<file path="config.mk">
export PLATFORM = sky130hd
export DESIGN_NAME = max_pool_pack
export DESIGN_NICKNAME = d
export VERILOG_FILES = /design/src/rtl/ecg_acc_pkg.sv /design/src/rtl/max_pool_pack_pk_fifo.sv /design/src/rtl/max_pool_pack.sv
export SDC_FILE = /design/constraint.sdc
export NUM_CORES = 1
export LEC_CHECK = 0
export BUFFER_PORTS_ARGS = -buffer_cell sky130_fd_sc_hd__buf_2
export CAP_MARGIN = 20
export CORE_ASPECT_RATIO = 0.5
export CORE_MARGIN = 5
export CORE_UTILIZATION = 61
export CTS_BUF_LIST = sky130_fd_sc_hd__clkbuf_4 sky130_fd_sc_hd__clkbuf_8 sky130_fd_sc_hd__clkbuf_16
export CTS_CLUSTER_DIAMETER = 120
export CTS_CLUSTER_SIZE = 24
export DETAILED_ROUTE_END_ITERATION = 7
export PLACE_DENSITY = 0.94
export SETUP_SLACK_MARGIN = 0.3
export SYNTH_ARGS = -nofsm -noshare
export SYNTH_HDL_FRONTEND = slang
export SYNTH_SLANG_ARGS = --single-unit
</file>
<file path="constraint.sdc">
create_clock -name clk_cal -period 29.1 [get_ports clk_cal]
set_clock_uncertainty 0.05 [all_clocks]
set_input_delay 5.82 -clock clk_cal [delete_from_list [all_inputs] [get_ports clk_cal]]
set_output_delay 5.82 -clock clk_cal [all_outputs]
set_load 0.005 [all_outputs]
</file>
<file path="src/rtl/ecg_acc_pkg.sv">
// Shared constants and types for the ECG accelerator datapath.
// Used by the output register file, max_pool_pack and the writeback block.
//   DATA_W / WIN_BYTES / PACK : element width, window length, lanes per word
//   P_LEN_*                   : the legal pooling window lengths
//   lane_mask_t               : one valid bit per packed lane
package ecg_acc_pkg;

  localparam int unsigned DATA_W    = 8;
  localparam int unsigned WIN_BYTES = 7;
  localparam int unsigned PACK      = 4;

  localparam logic [2:0] P_LEN_2 = 3'd2;
  localparam logic [2:0] P_LEN_4 = 3'd4;
  localparam logic [2:0] P_LEN_5 = 3'd5;
  localparam logic [2:0] P_LEN_7 = 3'd7;

  typedef logic [PACK-1:0] lane_mask_t;

  function automatic logic p_is_legal(input logic [2:0] p);
    return (p == P_LEN_2) || (p == P_LEN_4) || (p == P_LEN_5) || (p == P_LEN_7);
  endfunction

endpackage

</file>
<file path="src/rtl/max_pool_pack_pk_fifo.sv">
// pk_fifo: synchronous show-ahead FIFO.
//   clk/rst          : clock, synchronous active-high reset
//   i_push / i_data  : write strobe and word
//   i_pop            : pop the head (ignored when empty)
//   o_data           : head word, all zeros while empty
//   o_full / o_empty : occupancy flags
// A push while full is accepted only when a pop happens in the same cycle.
module pk_fifo #(
  parameter int unsigned WIDTH = 37,
  parameter int unsigned DEPTH = 4
) (
  input  logic             clk,
  input  logic             rst,
  input  logic             i_push,
  input  logic [WIDTH-1:0] i_data,
  input  logic             i_pop,
  output logic [WIDTH-1:0] o_data,
  output logic             o_full,
  output logic             o_empty
);

  localparam int unsigned AW = $clog2(DEPTH);

  logic [WIDTH-1:0] r_mem [DEPTH];
  logic [AW:0]      r_wr_ptr;
  logic [AW:0]      r_rd_ptr;
  logic             w_pop_ok;
  logic             w_push_ok;

  assign o_empty   = (r_wr_ptr == r_rd_ptr);
  assign o_full    = (r_wr_ptr[AW-1:0] == r_rd_ptr[AW-1:0]) && (r_wr_ptr[AW] != r_rd_ptr[AW]);
  assign w_pop_ok  = i_pop && !o_empty;
  // When full, the slot being written is the one being popped this cycle.
  assign w_push_ok = i_push && (!o_full || w_pop_ok);
  assign o_data    = o_empty ? '0 : r_mem[r_rd_ptr[AW-1:0]];

  always_ff @(posedge clk) begin
    if (rst) begin
      r_wr_ptr <= '0;
      r_rd_ptr <= '0;
    end else begin
      if (w_push_ok) begin
        r_mem[r_wr_ptr[AW-1:0]] <= i_data;
        r_wr_ptr                <= r_wr_ptr + 1'b1;
      end
      if (w_pop_ok) r_rd_ptr <= r_rd_ptr + 1'b1;
    end
  end

endmodule

</file>
<file path="src/rtl/max_pool_pack.sv">
// max_pool_pack: max-pooling (kernel P) over sliding windows, packing four
// pooled bytes per 32-bit word into a show-ahead FIFO drained by valid/ready.
//   clk_cal, rst_cal : clock, synchronous active-high reset
//   pool_p           : window length (2, 4, 5 or 7)
//   win_data/win_vld : window bytes (byte 0 oldest) and strobe
//   layer_end        : end-of-layer pulse, flushes a partial word or a marker
//   pk_data/pk_bmask/pk_last/pk_vld/pk_rdy : packed output handshake
//   ovf_err, cfg_err : sticky overflow / illegal-P flags
// Macro MAX_POOL_RELU_EN: clamp negative pooled values to zero.
module max_pool_pack
  import ecg_acc_pkg::*;
#(
  parameter int unsigned FIFO_DEPTH = 4
) (
  input  logic        clk_cal,
  input  logic        rst_cal,
  input  logic [2:0]  pool_p,
  input  logic [55:0] win_data,
  input  logic        win_vld,
  input  logic        layer_end,
  output logic [31:0] pk_data,
  output logic [3:0]  pk_bmask,
  output logic        pk_last,
  output logic        pk_vld,
  input  logic        pk_rdy,
  output logic        ovf_err,
  output logic        cfg_err
);

  localparam int unsigned WORD_W = 32 + PACK + 1;

  function automatic logic signed [DATA_W-1:0] win_max(input logic [55:0] win,
                                                       input logic [2:0]  p);
    logic signed [DATA_W-1:0] m;
    logic signed [DATA_W-1:0] b;
    m = win[DATA_W-1:0];
    for (int unsigned i = 1; i < WIN_BYTES; i++) begin
      b = win[i*DATA_W +: DATA_W];
      if ((i < {29'd0, p}) && (b > m)) m = b;
    end
    return m;
  endfunction

  // Input capture
  logic [2:0]  r_p_in;
  logic [55:0] r_win;
  logic        r_win_vld;
  logic        r_end_in;

  // Reduce stage
  logic signed [DATA_W-1:0] w_max;
  logic signed [DATA_W-1:0] w_max_out;
  logic signed [DATA_W-1:0] r_max_q;
  logic                     r_max_v;
  logic                     r_end_q;
  logic                     r_cfg_err;

  // Pack stage
  logic [1:0]        r_lane_cnt;
  logic [31:0]       r_acc;
  logic [31:0]       w_word;
  logic [2:0]        w_fill;
  lane_mask_t        w_mask;
  logic              w_push;
  logic [WORD_W-1:0] w_head;
  logic              w_fifo_full;
  logic              w_fifo_empty;
  logic              r_ovf_err;

  assign w_max = win_max(r_win, r_p_in);
`ifdef MAX_POOL_RELU_EN
  assign w_max_out = w_max[DATA_W-1] ? '0 : w_max;
`else
  assign w_max_out = w_max;
`endif

  always_ff @(posedge clk_cal) begin
    if (rst_cal) begin
      r_p_in    <= '0;
      r_win     <= '0;
      r_win_vld <= 1'b0;
      r_end_in  <= 1'b0;
      r_max_q   <= '0;
      r_max_v   <= 1'b0;
      r_end_q   <= 1'b0;
      r_cfg_err <= 1'b0;
    end else begin
      r_p_in    <= pool_p;
      r_win     <= win_data;
      r_win_vld <= win_vld;
      r_end_in  <= layer_end;
      r_max_q   <= w_max_out;
      r_max_v   <= r_win_vld && p_is_legal(r_p_in);
      r_end_q   <= r_end_in;
      if (r_win_vld && !p_is_legal(r_p_in)) r_cfg_err <= 1'b1;
    end
  end

  // Accumulator with this cycle's byte merged in; lanes not yet written stay
  // zero because the accumulator is cleared on every push.
  always_comb begin
    w_word = r_acc;
    if (r_max_v) w_word[{r_lane_cnt, 3'b000} +: 8] = r_max_q;
  end

  assign w_fill = {1'b0, r_lane_cnt} + {2'b00, r_max_v};
  // A full word and a flush in the same cycle collapse into one push with last=1.
  assign w_push = (w_fill == 3'd4) || r_end_q;

  always_comb begin
    case (w_fill)
      3'd0:    w_mask = 4'b0000;
      3'd1:    w_mask = 4'b0001;
      3'd2:    w_mask = 4'b0011;
      3'd3:    w_mask = 4'b0111;
      default: w_mask = 4'b1111;
    endcase
  end

  always_ff @(posedge clk_cal) begin
    if (rst_cal) begin
      r_lane_cnt <= '0;
      r_acc      <= '0;
      r_ovf_err  <= 1'b0;
    end else begin
      if (w_push) begin
        r_lane_cnt <= '0;
        r_acc      <= '0;
      end else if (r_max_v) begin
        r_lane_cnt <= r_lane_cnt + 1'b1;
        r_acc      <= w_word;
      end
      if (w_push && w_fifo_full && !pk_rdy) r_ovf_err <= 1'b1;
    end
  end

  pk_fifo #(
    .WIDTH (WORD_W),
    .DEPTH (FIFO_DEPTH)
  ) u_fifo (
    .clk     (clk_cal),
    .rst     (rst_cal),
    .i_push  (w_push),
    .i_data  ({w_word, w_mask, r_end_q}),
    .i_pop   (pk_rdy),
    .o_data  (w_head),
    .o_full  (w_fifo_full),
    .o_empty (w_fifo_empty)
  );

  assign pk_data  = w_head[WORD_W-1 -: 32];
  assign pk_bmask = w_head[PACK:1];
  assign pk_last  = w_head[0];
  assign pk_vld   = !w_fifo_empty;
  assign ovf_err  = r_ovf_err;
  assign cfg_err  = r_cfg_err;

endmodule

</file>
# ---- After elaboration in Yosys (flattened, before gate mapping)
# Memories as Yosys holds them, arrays and structs flattened. A register that Yosys moved wholly into a read port is not among the register bits.
# Cells that the tools add are included.
dict set report classes {
  n_addsub 5
  n_lt_le_gt_ge 12
  n_eq_ne 11
  shifts 2
  muxes 15
  reduce_logical 24
}
# op n
set ops {}
lappend ops {{greater-than comparator 8 bit} 6}
lappend ops {{2-to-1 mux 8 bit} 6}
lappend ops {{2-to-1 mux 37 bit} 1}
lappend ops {{bitwise mux 32 bit} 1}
lappend ops {{2-to-1 mux 32 bit} 1}
lappend ops {{variable shift 8 x 7 -> 32 bit (first input constant)} 1}
lappend ops {{indexed part select 8 x 7 -> 32 bit} 1}
lappend ops {{case mux 4 bit (4 select lines)} 1}
lappend ops {{logical AND 1 bit} 13}
lappend ops {{== test 3 bit (second input constant)} 4}
lappend ops {{== test 3 x 2 -> 1 bit (second input constant)} 3}
lappend ops {{< comparator 3 bit (first input constant)} 3}
lappend ops {{negator 5 -> 7 bit} 1}
lappend ops {{adder 3 x 1 -> 3 bit (second input constant)} 2}
lappend ops {{< comparator 2 x 3 -> 1 bit (first input constant)} 2}
lappend ops {{logical OR 1 bit} 5}
lappend ops {{logical NOT 1 bit} 4}
lappend ops {{2-to-1 mux 2 bit} 2}
lappend ops {{adder 2 x 1 -> 3 bit} 1}
lappend ops {{== test 3 x 1 -> 1 bit (second input constant)} 1}
lappend ops {{== test 3 bit} 1}
lappend ops {{logical NOT 3 bit} 1}
lappend ops {{< comparator 1 x 3 -> 1 bit (first input constant)} 1}
lappend ops {{2-to-1 mux 1 bit} 3}
lappend ops {{other kinds (4)} 4}
dict set report totals {
  regBits 113
  ram_bits 148
  input_bits 64
  output_inout_bits 40
  elab_cells 83
  mem_count 1
}
# name words word_bits read_ports rd_clocked_by_memory_dff write_ports line_no
set memory_table {}
lappend memory_table {u_fifo.r_mem 4 37 1 1 1 max_pool_pack_pk_fifo.sv:24} ;# logic [WIDTH-1:0] r_mem [DEPTH];

# ---- Depth between registers and ports, before layout
dict set report depth {
  word_depth 18
  mapped_depth 65
  mapped_depth_nobuf 60
}

# ---- Hierarchy
# From an unflattened synthesis, not the netlist that was laid out.
dict set report unflattened {
  hier_cells 863
  hier_area_um2 11593.6
}
# mod n_inst cells_per_inst area_per_inst_um2 seq_area_each_um2
set by_module_without_submodules {}
lappend by_module_without_submodules {pk_fifo 1 292 6098.3 4604.4}
lappend by_module_without_submodules {max_pool_pack 1 571 5495.3 2142.1}

# ---- Least setup slack after synthesis
# Ideal clock, no wire load.
dict set report synth_timing {
  path_kind {reg2reg}
  start {register r_win[1]}
  end {register r_max_q[2]}
  setup_time_ns 0.096
  arrival_ns 10.219
  required_time_ns 28.954
  path_slack_ns 18.735
  stages_incl_launch_ff 62
  path_buffers 5
  period_less_slack_ns 10.365
  cell_sequence {dfxtp_1 inv_1 ha_1 nor2b_1 o211a_1 o211ai_2 and2_1 clkbuf_1 mux2i_1 ha_1 inv_2 nor4_1 a2111oi_2 nand2_1 clkbuf_1 o21ai_0 ha_1 a21oi_1 (+26 left out) buf_4 o21ai_1 and2_1 ha_1 nor2b_1 o21a_1 o21ai_0 nand2b_1 a21oi_1 nor2b_1 o21ai_0 nand2_1 o211ai_1 o21ai_0 nand4_1 clkbuf_1 nand4_1 o311ai_1}
}
dict set report synth_via {
  elab_chain_cells 18
}
# item line_no
set synth_rtl {}
lappend synth_rtl {{start: declaration} max_pool_pack.sv:46} ;# logic [55:0] r_win;
lappend synth_rtl {{start signal: assignment} max_pool_pack.sv:89} ;# r_win <= win_data;
lappend synth_rtl {{greater-than comparator 8 bit} max_pool_pack.sv:39} ;# if ((i < {29'd0, p}) && (b > m)) m = b;
lappend synth_rtl {{logical AND 1 bit} max_pool_pack.sv:39}
lappend synth_rtl {{2-to-1 mux 8 bit *} max_pool_pack.sv:39}
lappend synth_rtl {{greater-than comparator 8 bit} max_pool_pack.sv:39}
lappend synth_rtl {{logical AND 1 bit} max_pool_pack.sv:39}
lappend synth_rtl {{2-to-1 mux 8 bit *} max_pool_pack.sv:39}
lappend synth_rtl {{greater-than comparator 8 bit} max_pool_pack.sv:39}
lappend synth_rtl {{logical AND 1 bit} max_pool_pack.sv:39}
lappend synth_rtl {{(+2 left out)} --}
lappend synth_rtl {{logical AND 1 bit} max_pool_pack.sv:39}
lappend synth_rtl {{2-to-1 mux 8 bit *} max_pool_pack.sv:39}
lappend synth_rtl {{greater-than comparator 8 bit} max_pool_pack.sv:39}
lappend synth_rtl {{logical AND 1 bit} max_pool_pack.sv:39}
lappend synth_rtl {{2-to-1 mux 8 bit *} max_pool_pack.sv:39}
lappend synth_rtl {{greater-than comparator 8 bit} max_pool_pack.sv:39}
lappend synth_rtl {{logical AND 1 bit} max_pool_pack.sv:39}
lappend synth_rtl {{2-to-1 mux 8 bit *} max_pool_pack.sv:39}
lappend synth_rtl {{end signal: assignment} max_pool_pack.sv:92} ;# r_max_q <= w_max_out;
lappend synth_rtl {{end: declaration} max_pool_pack.sv:53} ;# logic signed [DATA_W-1:0] r_max_q;
# Every way passes the cells marked *; elsewhere a longest branch is shown, timed or not.
# A chain may end at the register's enable or synchronous reset.

# ---- Final worst setup path
dict set report layout_timing {
  start {register r_win[1]}
  end {register r_max_q[1]}
}
# Same word-level chain as after synthesis.

==> results.sh <==
export IMPL_outcome="finished clean"
export IMPL_dp_hpwl_mm=16.19
export IMPL_powerDensity_nw_per_um2=58.47
export IMPL_end_kind="register"
export IMPL_grt_start_max_net_pins=79
export IMPL_synth_area_leader="sky130_fd_sc_hd__edfxtp_1"
export IMPL_wire_length_of_the_first_global_routing_pass_mm=39.07
export IMPL_clockBufferDepth=3
export IMPL_data_arrival_time_at_the_worst_slack_endpoint_ps=12040
export IMPL_core_um2=18350
export IMPL_holdPathStages=1
export IMPL_synth_most_common_cell="sky130_fd_sc_hd__edfxtp_1"
export IMPL_worstPathMaxFanout=17
export IMPL_syn_num_nets=967
export IMPL_fp_dieH_um=106.4
export IMPL_total_power_uw=735.5
export IMPL_groute_usage_overall=0.2265
export IMPL_actual_transition_at_the_worst_max_transition_pin_ps=956.3
export IMPL_syn_cell_area_um2=11340
export IMPL_post_drt_via_cell_ratio=5.921
export IMPL_r2r_worst_path_cells=57
export IMPL_timing_hold_worst_start="r_end_in"
export IMPL_placedInstanceArea_um2=12120
export IMPL_detailedRoute_firstIterationViolations=584
export IMPL_worst_path_max_delay_cell="sky130_fd_sc_hd__a2111oi_2"
export IMPL_antenna_left=0
export IMPL_rows=35
export IMPL_boundaryPins=104
export IMPL_io_port_bufs=103
export IMPL_hold_path_class="register to register"
export IMPL_antenna_found_initial=0
export IMPL_synth_cells_most_frequent="148 x sky130_fd_sc_hd__edfxtp_1, 136 x sky130_fd_sc_hd__nor2b_1, 115 x sky130_fd_sc_hd__dfxtp_1"
export IMPL_p_leak_nw=4.746
export IMPL_first_pass_iters=7
export IMPL_path_buf_inv=2
export IMPL_clk_insertion_delay_late_ps=500
export IMPL_final_setup_viol_count=0
export IMPL_synthTopCellsByArea="sky130_fd_sc_hd__edfxtp_1 39%, sky130_fd_sc_hd__dfxtp_1 20%, sky130_fd_sc_hd__nor2b_1 7.5%"
export IMPL_dieArea_um2=21580
export IMPL_achievable_frequency_mhz=85.50
export IMPL_drc=0
export IMPL_final_critical_path_setup_slack_ps=17400
export IMPL_flow_area_growth_from_synthesis_pct=10.92
export IMPL_ys_seq_area_frac=0.5949
export IMPL_place_gp_congestion=0.8769
export IMPL_synth_cell_type_count=70
export IMPL_final_max_slew_viol_count=0
export IMPL_fraction_of_final_layout_cells_with_drive_strength_greater_than_1=0.2144
export IMPL_cts_hold_buffers=0
export IMPL_postSynth_topFlopCell="sky130_fd_sc_hd__edfxtp_1"
export IMPL_worst_setup_path_start_kind="register"
export IMPL_cpPeakStageDelay_ps=440
export IMPL_cts_htree_levels=1
export IMPL_timing_hold_violations_final=0
export IMPL_initial_utilization=0.6181
export IMPL_number_of_synthesized_register_bits=263
export IMPL_worst_r2r_endpoint="r_max_q[1]"
export IMPL_die_width_um=202.8
export IMPL_postCtsSetupRepairBufs=0
export IMPL_number_of_enable_type_register_cells_in_the_synthesized_netlist=148
export IMPL_yosys_warnings=0
export IMPL_power_ir_vdd_worst_v=0.00003096
export IMPL_tritoncts_num_buffers=14
export IMPL_drv_max_cap_violation_count=0
export IMPL_max_slew_margin=0.3571
export IMPL_syn_area_per_cell_um2=13.36
export IMPL_cts_clk_slew_worst_paths_ps=90
export IMPL_number_of_global_route_vias_before_repair=7566
export IMPL_antennaDiodeCount=0
export IMPL_rsz0062_at_grt="false"
export IMPL_path_delay_family="simple AND/OR/NAND/NOR gates"
export IMPL_clock_tree_from_tritoncts="done"
export IMPL_tritoncts_num_sinks=263
export IMPL_globalRoute_totalOverflow=0
export IMPL_syn_instance_count=849
export IMPL_final_hold_worst_slack_ps=407.4
export IMPL_postSynth_asyncResetShare=0
export IMPL_critical_path_required_ps=29450
export IMPL_ctsRootBufferMaster="sky130_fd_sc_hd__clkbuf_16"
export IMPL_r2r_setup_slack_ps=17400
export IMPL_finalCritPeriodShare=0.4019
export IMPL_wire_per_inst_um=19.99
export IMPL_vias=7081
export IMPL_fin_setup_tns_ps=0
export IMPL_pre_cts_ws_ps=17540
export IMPL_fin_area_um2=12580
export IMPL_timing_rr_start="r_win[1]"
export IMPL_fin_crit_ps=11700
export IMPL_synthDominantCellAreaShare=0.3919
export IMPL_holdPathEnd="r_end_q"
export IMPL_wl_mm=23.91
export IMPL_kind_of_critical_path="register to register"
export IMPL_final_net_count=1066
export IMPL_cts_resized=0
==> cells by family (layout without fill, tap and decap cells) <==
group | Yosys count | after routing | share of synthesized area
XOR/XNOR | 11 | 11 | 0.008495
AO/OA/AOI/OAI | 123 | 123 | 0.08484
buffers and inverters | 79 | 186 | 0.02659
AND/OR/NAND/NOR | 263 | 263 | 0.1345
multiplexers | 55 | 55 | 0.09014
flip-flops | 263 | 263 | 0.5949
adder cells (fa/ha/maj) | 55 | 55 | 0.06057
==> how the worst max path moves through the flow <==
stage,from,end,cells past startpoint
3_3_place_gp,r_win[1],r_max_q[3],57
2_1_floorplan,r_win[1],r_max_q[2],61
3_5_place_dp,r_win[1],r_max_q[1],57
6_report,r_win[1],r_max_q[1],57
4_1_cts,r_win[1],r_max_q[1],57
5_1_grt,r_win[1],r_max_q[1],57
==> worst register-to-register path: cells and delay by family, from the launching register on <==
family | cells | cell delay, ps
compound gates | 20 | 4050
buf+inv | 2 | 140
flops | 1 | 360
simple gates | 26 | 4380
mux | 3 | 860
fa+ha+maj | 6 | 1800
==> routing by layer <==
layer	vias to the layer above	wire (um)	share of wire	global-route usage
li1	3300	-	-	-
met3	63	1709	0.071	0.04206
met1	3405	9504	0.40	0.2852
met5	-	0	0	0
met4	0	733	0.031	0.07018
met2	313	11970	0.50	0.4024
==> final cells by class <==
class	instances	area [um^2]
Fill cell	1244	5769
Sequential cell	263	6748
Tap cell	240	300.3
Clock buffer	24	442.9
Multi-Input combinational cell	507	4299
Timing Repair Buffer	115	613.1
Inverter	47	176.4
==> cell usage in the layout (no fill, tap or decap), types with 10 or more instances in the layout <==
cell type	synthesis	final
sky130_fd_sc_hd__o21ai_0	18	18
sky130_fd_sc_hd__inv_1	46	46
sky130_fd_sc_hd__ha_1	54	54
sky130_fd_sc_hd__buf_4	1	11
sky130_fd_sc_hd__nand3_1	11	11
sky130_fd_sc_hd__buf_2	1	103
sky130_fd_sc_hd__nor2b_1	136	136
sky130_fd_sc_hd__clkbuf_16	0	15
sky130_fd_sc_hd__nand2_1	30	30
sky130_fd_sc_hd__a22o_1	33	33
sky130_fd_sc_hd__mux4_2	37	37
sky130_fd_sc_hd__dfxtp_1	115	114
sky130_fd_sc_hd__a21oi_1	10	10
sky130_fd_sc_hd__edfxtp_1	148	148
sky130_fd_sc_hd__nor2_1	33	33
sky130_fd_sc_hd__mux2i_1	13	13
==> flip-flops by register name, summed over array words and instances, names as in the netlist, 2 cells and up, named ones only <==
signal / count
r_lane_cnt: 2
u_fifo.r_mem: 148
r_acc: 32
r_win: 56
u_fifo.r_wr_ptr: 3
r_max_q: 8
r_p_in: 3
u_fifo.r_rd_ptr: 3
==> power breakdown <==
group | switching (mW) | total [mW] | internal [mW]
Sequential | 0.00934 | 0.406 | 0.397
Combinational | 0.0619 | 0.112 | 0.0496
Clock | 0.112 | 0.218 | 0.105
Total | 0.183 | 0.736 | 0.552
==> stage by stage <==
stage,util,instances
after CTS,0.6844,1195
after global placement,0.6603,1171
after global routing,0.6856,1196
after detailed placement,0.6603,1171
after floorplan,-,849
final,0.6856,1196
(Power assumes the default switching activity.)
